**src/rtl/layer1_window_gen.sv**
```systemverilog
// ---------------------------------------------------------------------------
// layer1_window_gen
//   Consumer end of the layer-1 pixel delay chain. Takes a raster-order pixel
//   stream, keeps the previous two image rows in line buffers and produces one
//   3x3 window for every pixel whose window lies entirely inside the image.
//   The window goes to the layer-1 MAC array over a valid/ready handshake.
//
// Ports
//   clk, rst     clock (rising edge), synchronous active-high reset
//   in_valid     in_pixel valid
//   in_ready     block can take in_pixel this cycle
//   in_pixel     pixel, raster order
//   out_valid    out_window valid
//   out_ready    downstream takes out_window this cycle
//   out_window   3x3 window, slot k=3*row+col at [k*DATA_W +: DATA_W], slot0 top-left
//   out_row      image row of window top-left
//   out_col      image col of window top-left
//   frame_done   one-cycle pulse after the last pixel of a frame is accepted
// ---------------------------------------------------------------------------
module layer1_window_gen #(
    parameter int DATA_W = 16,
    parameter int IMG_W  = 32,
    parameter int IMG_H  = 32
) (
    input  logic                      clk,
    input  logic                      rst,
    input  logic                      in_valid,
    output logic                      in_ready,
    input  logic [DATA_W-1:0]         in_pixel,
    output logic                      out_valid,
    input  logic                      out_ready,
    output logic [9*DATA_W-1:0]       out_window,
    output logic [$clog2(IMG_H)-1:0]  out_row,
    output logic [$clog2(IMG_W)-1:0]  out_col,
    output logic                      frame_done
);

    localparam int RW = $clog2(IMG_H);
    localparam int CW = $clog2(IMG_W);

    // lb1_q holds row r-2, lb0_q holds row r-1 at the column being written
    logic [IMG_W-1:0][DATA_W-1:0] lb0_q, lb1_q;
    // Window register doubles as the output register; slot 3*wr+wc
    logic [8:0][DATA_W-1:0]       win_q, win_d;
    logic [RW-1:0]                row_q, row_d, out_row_q;
    logic [CW-1:0]                col_q, col_d, out_col_q;
    logic                         out_valid_q, frame_done_q;
    logic                         accept, last_col, last_row;

    assign in_ready   = !out_valid_q || out_ready;
    assign accept     = in_valid && in_ready;
    assign last_col   = (col_q == CW'(IMG_W - 1));
    assign last_row   = (row_q == RW'(IMG_H - 1));

    assign out_valid  = out_valid_q;
    assign out_window = win_q;
    assign out_row    = out_row_q;
    assign out_col    = out_col_q;
    assign frame_done = frame_done_q;

    // Shift columns left, new right column comes from the line buffers plus
    // the incoming pixel. Left columns carry stale data right after a row
    // wrap, but those windows (c<2) are never flagged valid.
    always_comb begin
        win_d = win_q;
        for (int wr = 0; wr < 3; wr++) begin
            win_d[3*wr+0] = win_q[3*wr+1];
            win_d[3*wr+1] = win_q[3*wr+2];
        end
        win_d[2] = lb1_q[col_q];
        win_d[5] = lb0_q[col_q];
        win_d[8] = in_pixel;
    end

    always_comb begin
        row_d = row_q;
        col_d = col_q + CW'(1);
        if (last_col) begin
            col_d = '0;
            row_d = last_row ? '0 : row_q + RW'(1);
        end
    end

    always_ff @(posedge clk) begin
        if (rst) begin
            lb0_q        <= '0;
            lb1_q        <= '0;
            win_q        <= '0;
            row_q        <= '0;
            col_q        <= '0;
            out_row_q    <= '0;
            out_col_q    <= '0;
            out_valid_q  <= 1'b0;
            frame_done_q <= 1'b0;
        end else if (accept) begin
            win_q          <= win_d;
            lb0_q[col_q]   <= in_pixel;
            lb1_q[col_q]   <= lb0_q[col_q];
            row_q          <= row_d;
            col_q          <= col_d;
            // Row/col are only meaningful when the window is valid
            out_valid_q    <= (row_q >= RW'(2)) && (col_q >= CW'(2));
            out_row_q      <= row_q - RW'(2);
            out_col_q      <= col_q - CW'(2);
            frame_done_q   <= last_row && last_col;
        end else begin
            frame_done_q <= 1'b0;
            // Drop valid only once the pending window has been taken
            if (out_ready) out_valid_q <= 1'b0;
        end
    end

endmodule

```
**config.mk**
```make
export PLATFORM = sky130hd
export DESIGN_NAME = layer1_window_gen
export DESIGN_NICKNAME = d
export VERILOG_FILES = /design/src/rtl/layer1_window_gen.sv
export SDC_FILE = /design/constraint.sdc
export NUM_CORES = 2
export LEC_CHECK = 0
export ABC_AREA = 0
export BUFFER_PORTS_ARGS = -buffer_cell sky130_fd_sc_hd__buf_2
export CORE_MARGIN = 4
export CORE_UTILIZATION = 43
export DETAILED_ROUTE_END_ITERATION = 6
export PLACE_DENSITY = 0.69
export SLEW_MARGIN = 0
export SYNTH_ARGS = -nofsm -noshare
export SYNTH_HDL_FRONTEND = slang
export SYNTH_SLANG_ARGS = --single-unit
```
**constraint.sdc**
```tcl
create_clock -name clk -period 4.36 [get_ports clk]
set_clock_uncertainty 0.1 [all_clocks]
set_input_delay 0.436 -clock clk [delete_from_list [all_inputs] [get_ports clk]]
set_output_delay 0.436 -clock clk [all_outputs]
set_load 0.005 [all_outputs]
```
; ---- After elaboration in Yosys (flattened, before gate mapping)
; Index checks and enable logic that the tools add are counted.
[op_classes]
eq_ne = 2
bitwise_logic = 1
n_lt_le_gt_ge = 4
addsub = 4
mux = 12
n_reduce_logical = 9
[op_table]
columns = cell, count
row1 = 512-bit bitwise mux, 2
row2 = 16-bit binary-select mux with 5-bit select, 2
row3 = 16-bit demux with 5-bit select, 1
row4 = 16-bit 2-to-1 mux, 3
row5 = "5-bit by 1-bit adder with 5-bit output, second input constant", 2
row6 = "5-bit == test, second input constant", 2
row7 = "5-bit by 2-bit greater-or-equal comparator with 1-bit output, second input constant", 2
row8 = 5-bit 2-to-1 mux, 2
row9 = "5-bit by 2-bit subtractor with 5-bit output, second input constant", 2
row10 = "5-bit by 6-bit < comparator with 1-bit output, second input constant", 1
row11 = "5-bit by 1-bit greater-or-equal comparator with 1-bit output, second input constant", 1
row12 = 1-bit logical AND, 4
row13 = 1-bit 2-to-1 mux, 2
row14 = 2-bit AND reduction, 1
row15 = 2-bit nonzero test, 1
row16 = 2-bit OR reduction, 1
row17 = 1-bit zero test, 1
row18 = 1-bit logical OR, 1
row19 = 1-bit inverter, 1
[totals]
out_inout_bits = 157
wordCells = 111
reg_bits = 1190
in_bits = 20

; ---- Logic depth before layout (Yosys ltp)
[logic_depth]
ltp_word = 5
depth_mapped = 14
mapped_depth_nobuf = 7

; ---- Least setup slack after synthesis
; No wires, ideal clock.
[synth_timing]
path_kind = reg-to-reg
startpoint = register col_q[1]
endpoint = register lb1_q[270] (netlist name)
setup_ns = 0.149
required_ns = 4.111
setup_slack_ns = 1.167
synth_period_minus_slack_ns = 3.193
path_stages_with_launch = 14
arrival_time_ns = 2.943
n_path_buf = 8
cell_sequence = dfxtp_1 > buf_2 > buf_4 > buf_6 > buf_4 > buf_2 > inv_1 > ha_1 > clkbuf_1 > nand3_1 > nor2_1 > clkbuf_1 > clkbuf_1 > a211oi_1
[synth_between]
elab_chain_len = 5
elab_cells_between_ends = 8
classes_between = order compare: 2 / mux: 5 / reduce/logical: 1
[synth_lines]
columns = element, line_no
row1 = start: declaration, 46  ; logic [CW-1:0] col_q, col_d, out_col_q;
row2 = start signal: assignment, 100  ; col_q <= col_d;
row3 = 5-bit by 6-bit < comparator with 1-bit output (not written as such) / 5-bit by 1-bit greater-or-equal comparator with 1-bit output (equally long branches), 98  ; lb1_q[col_q] <= lb0_q[col_q];
row4 = 1-bit logical AND (not written as such), 98
row5 = 16-bit 2-to-1 mux (not written as such), 98
row6 = 16-bit demux with 5-bit select, 98
row7 = 512-bit bitwise mux *, 98
row8 = end signal: indexed assignment, 98
row9 = end: declaration, 42  ; logic [IMG_W-1:0][DATA_W-1:0] lb0_q, lb1_q;
; Every way passes the cells marked *; elsewhere a longest branch is shown, timed or not. The select of a mux whose other input is x is not followed.
; A chain may end at the register's enable or synchronous reset.

; ---- Worst setup path in the final report
[layout_timing]
startpoint = register col_q[1]
endpoint = register lb1_q[187] (netlist name)
; The elaborated chain is that of the path after synthesis.

==> metrics <==
DIE AREA 127,000 um2; proportion of synthesized chip area in sequential cells 0.456; clock buffer depth 3; Synth area leaders dfxtp_1 46%, nand2_1 9.2%, a211oi_2 8.6%; Mapped Area 52,300 um2; Yosys top cell by area dfxtp_1; crit path buf inv count 2; H-tree levels 3; global-route wire length before repair 235,000 um; drt via density 5.71; FF-to-FF End lb1_q[187]; Post-Syn Nets 5,904; GP Congestion 0.863; Routed wire per std cell 20.8 um; initial antenna violation count 4; Peak VDD IR 0.384 mV; antenna viol nets, final 0; Row Count 127; FMAX 0.268 GHz; Core ar. 120,000 um2; Post-Route WL 153,000 um; Initial Util 0.434; Hold Fails Final Rpt 0; I/O pin total 177; Root Driver clkbuf_16; critical path arrival 4.17 ns; Post-CTS Resized 0; via count 42,000; fin crit share 0.857; CTS Sinks 1,190; syn avg cell area 8.90 um2; gr usage total 0.232; total CTS buffers 117; flop2flop setup slack 0.63 ns; Post-Synthesis Cells 5,871; Worst Slack Setup Final 0.625 ns; hold path start in_valid; Synth cell types 56; port buffer count 176; CP max stage cell dfxtp_4; Yosys warning total 0; critical path depth 7; status completed; fin nets 5,680; DRC 0; min Tclk post-route 3.73 ns; CTS tree done; Yosys reg bits 1,190; Post-synth EDFFs 0; setup TNS 0 ns; worst hold stages 3; RSZ-0062 raised after global routing no; Setup crit start kind flop; synthesis-to-finish area growth 9.72%; layout cells sized above 1 0.182; first-pass iteration count of the detailed router 6; Top delay family on crit path simple AND/OR/NAND/NOR gates; worst r2r path cells 7; final setup vio count 0; First DRT Iteration DRCs 4,713; dpl hpwl 95,800 um; WHS Endpoint out_valid; Slew HR 0.300; worst slew pin tran 1.02 ns; Clk pin slew, worst setup/hold paths 0.06 ns; Hold Buf Count CTS 0; area share of the largest cell type after synthesis 0.456; RR Startpoint col_q[1]; Place WS 0.753 ns; GRT overflow 0; Die Height 357 um; antenna fix cells 0; die width 357 um; Min-Delay Path Class input port to flop; Slew Viols, Final 0; CP max FO 34; Worst Path Class, Setup flop to flop; Power Dens Cells 401 nW/um2; number of global-route vias before repair 39,700; setup bufs post-CTS 0; largest net degree at the start of global routing 139; CP required 4.80 ns; leak pwr 17.8 nW; CP peak stage delay 0.77 ns; Skew-Pair Late Insertion Delay 0.72 ns; FFs w/ async S/R, synth 0; Max-Cap Viols 0; CP cell instances buf_12 > mux2i_1 > o22ai_1 > or4_4 > nor2_4 > buf_4 > a211oi_2; Crit. End Element flop; Main synth FF type dfxtp_1
[area by class of cell]
type                            instances  area (um2)
Fill cell                           11200       62900
Tap cell                             1612        2020
Clock inverter                         42         453
Multi-Input combinational cell       3978       24800
Clock buffer                          175        3570
Timing Repair Buffer                  354        2610
Inverter                                6        22.5
Sequential cell                      1190       23800
[state kept, by name, summed over array words and instances (netlist names)]
signal,flops
frame_done,1
out_valid,1
out_row,5
row_q,5
out_window,144
lb0_q,512
lb1_q,512
col_q,5
out_col,5
[through the flow]
stage	power (W)	util	hold slack, ns	instances	cell area, um2
global route	0.0236	0.477	0.0362	7357	57300
finish	0.0230	0.477	0.0336	7357	57300
global placement	0.0127	0.443	0.338	7139	53300
CTS	0.0231	0.477	0.00213	7356	57300
detailed placement	0.0127	0.443	0.344	7139	53300
floorplan	0.0124	-	0.336	5871	52300
[how the worst max path moves through the flow]
| stage | slack [ns] | start | to |
|---|---|---|---|
| global placement | 0.77 | col_q[1] | lb1_q[267] |
| global route | 0.62 | col_q[1] | lb1_q[187] |
| CTS | 0.70 | col_q[1] | lb1_q[187] |
| detailed placement | 0.75 | col_q[1] | lb1_q[267] |
| floorplan | 1.17 | col_q[1] | lb1_q[270] |
| finish | 0.63 | col_q[1] | lb1_q[187] |
[layout by cell type, fill, tap and decap left out, types with 4 or more instances in the layout]
cell type,synthesis,layout
nor3_1,13,13
and3_1,8,4
inv_1,6,6
mux2i_1,414,414
and3_2,0,4
xnor2_1,4,4
a311oi_1,16,16
a211oi_1,184,184
a2111oi_0,7,7
clkinv_2,0,26
clkbuf_8,0,32
o22ai_1,145,145
clkbuf_1,315,21
nor2_1,636,606
buf_2,141,175
a22oi_1,32,32
nor2_4,11,39
or4_4,22,22
nand4bb_1,6,6
nor2_2,4,6
or4_1,12,12
and2_1,5,4
clkbuf_16,0,122
nand2_1,1277,1276
a22o_1,7,7
o221ai_1,7,7
o211a_1,8,8
a211oi_2,360,360
ha_1,13,13
buf_12,0,31
buf_4,155,146
o21ai_0,4,4
nand3_1,57,57
bufinv_16,0,8
mux4_2,49,49
dfxtp_1,1190,1188
a21oi_1,647,647
nor2b_1,4,4
[per-layer routing]
metal,routed length [um],share of wire,track usage
met4,5610,0.037,0.0865
met5,13,0.000085,0
met2,69100,0.45,0.369
met3,13700,0.089,0.0467
met1,64900,0.42,0.312
[Yosys cell counts (11+ instances only)]
cell type and number:
a22oi_1 32, a311oi_1 16, o22ai_1 145, or4_4 22, mux4_2 49, nor2_4 11, a211oi_1 184, nand2_1 1277
mux2i_1 414, buf_2 141, nand3_1 57, a21oi_1 647, clkbuf_1 315, buf_1 22, or4_1 12, a211oi_2 360
ha_1 13, dfxtp_1 1190, nor2_1 636, nor3_1 13, buf_4 155, buf_6 52
[power by group]
| group | total, W | internal (W) | switching [W] |
|---|---|---|---|
| clock network | 0.0105 | 0.00612 | 0.00437 |
| registers | 0.0111 | 0.0110 | 0.0000946 |
| logic | 0.00143 | 0.000404 | 0.00102 |
| total | 0.0230 | 0.0175 | 0.00548 |
[kinds of logic after synthesis]
group,after synthesis,share of synthesized area
AND/OR/NAND/NOR,2078,0.161
AO/OA/AOI/OAI,1419,0.205
flip-flops,1190,0.456
buffers and inverters,703,0.0733
multiplexers,464,0.101
adder cells (fa/ha/maj),13,0.00311
XOR/XNOR,4,0.000670
[worst reg2reg max path: stages, from the launching register on]
cell	delay, ns
dfxtp_4	0.77
buf_12	0.34
mux2i_1	0.33
o22ai_1	0.17
or4_4	0.59
nor2_4	0.60
buf_4	0.51
a211oi_2	0.15
Power figures use the tool's default switching activity.
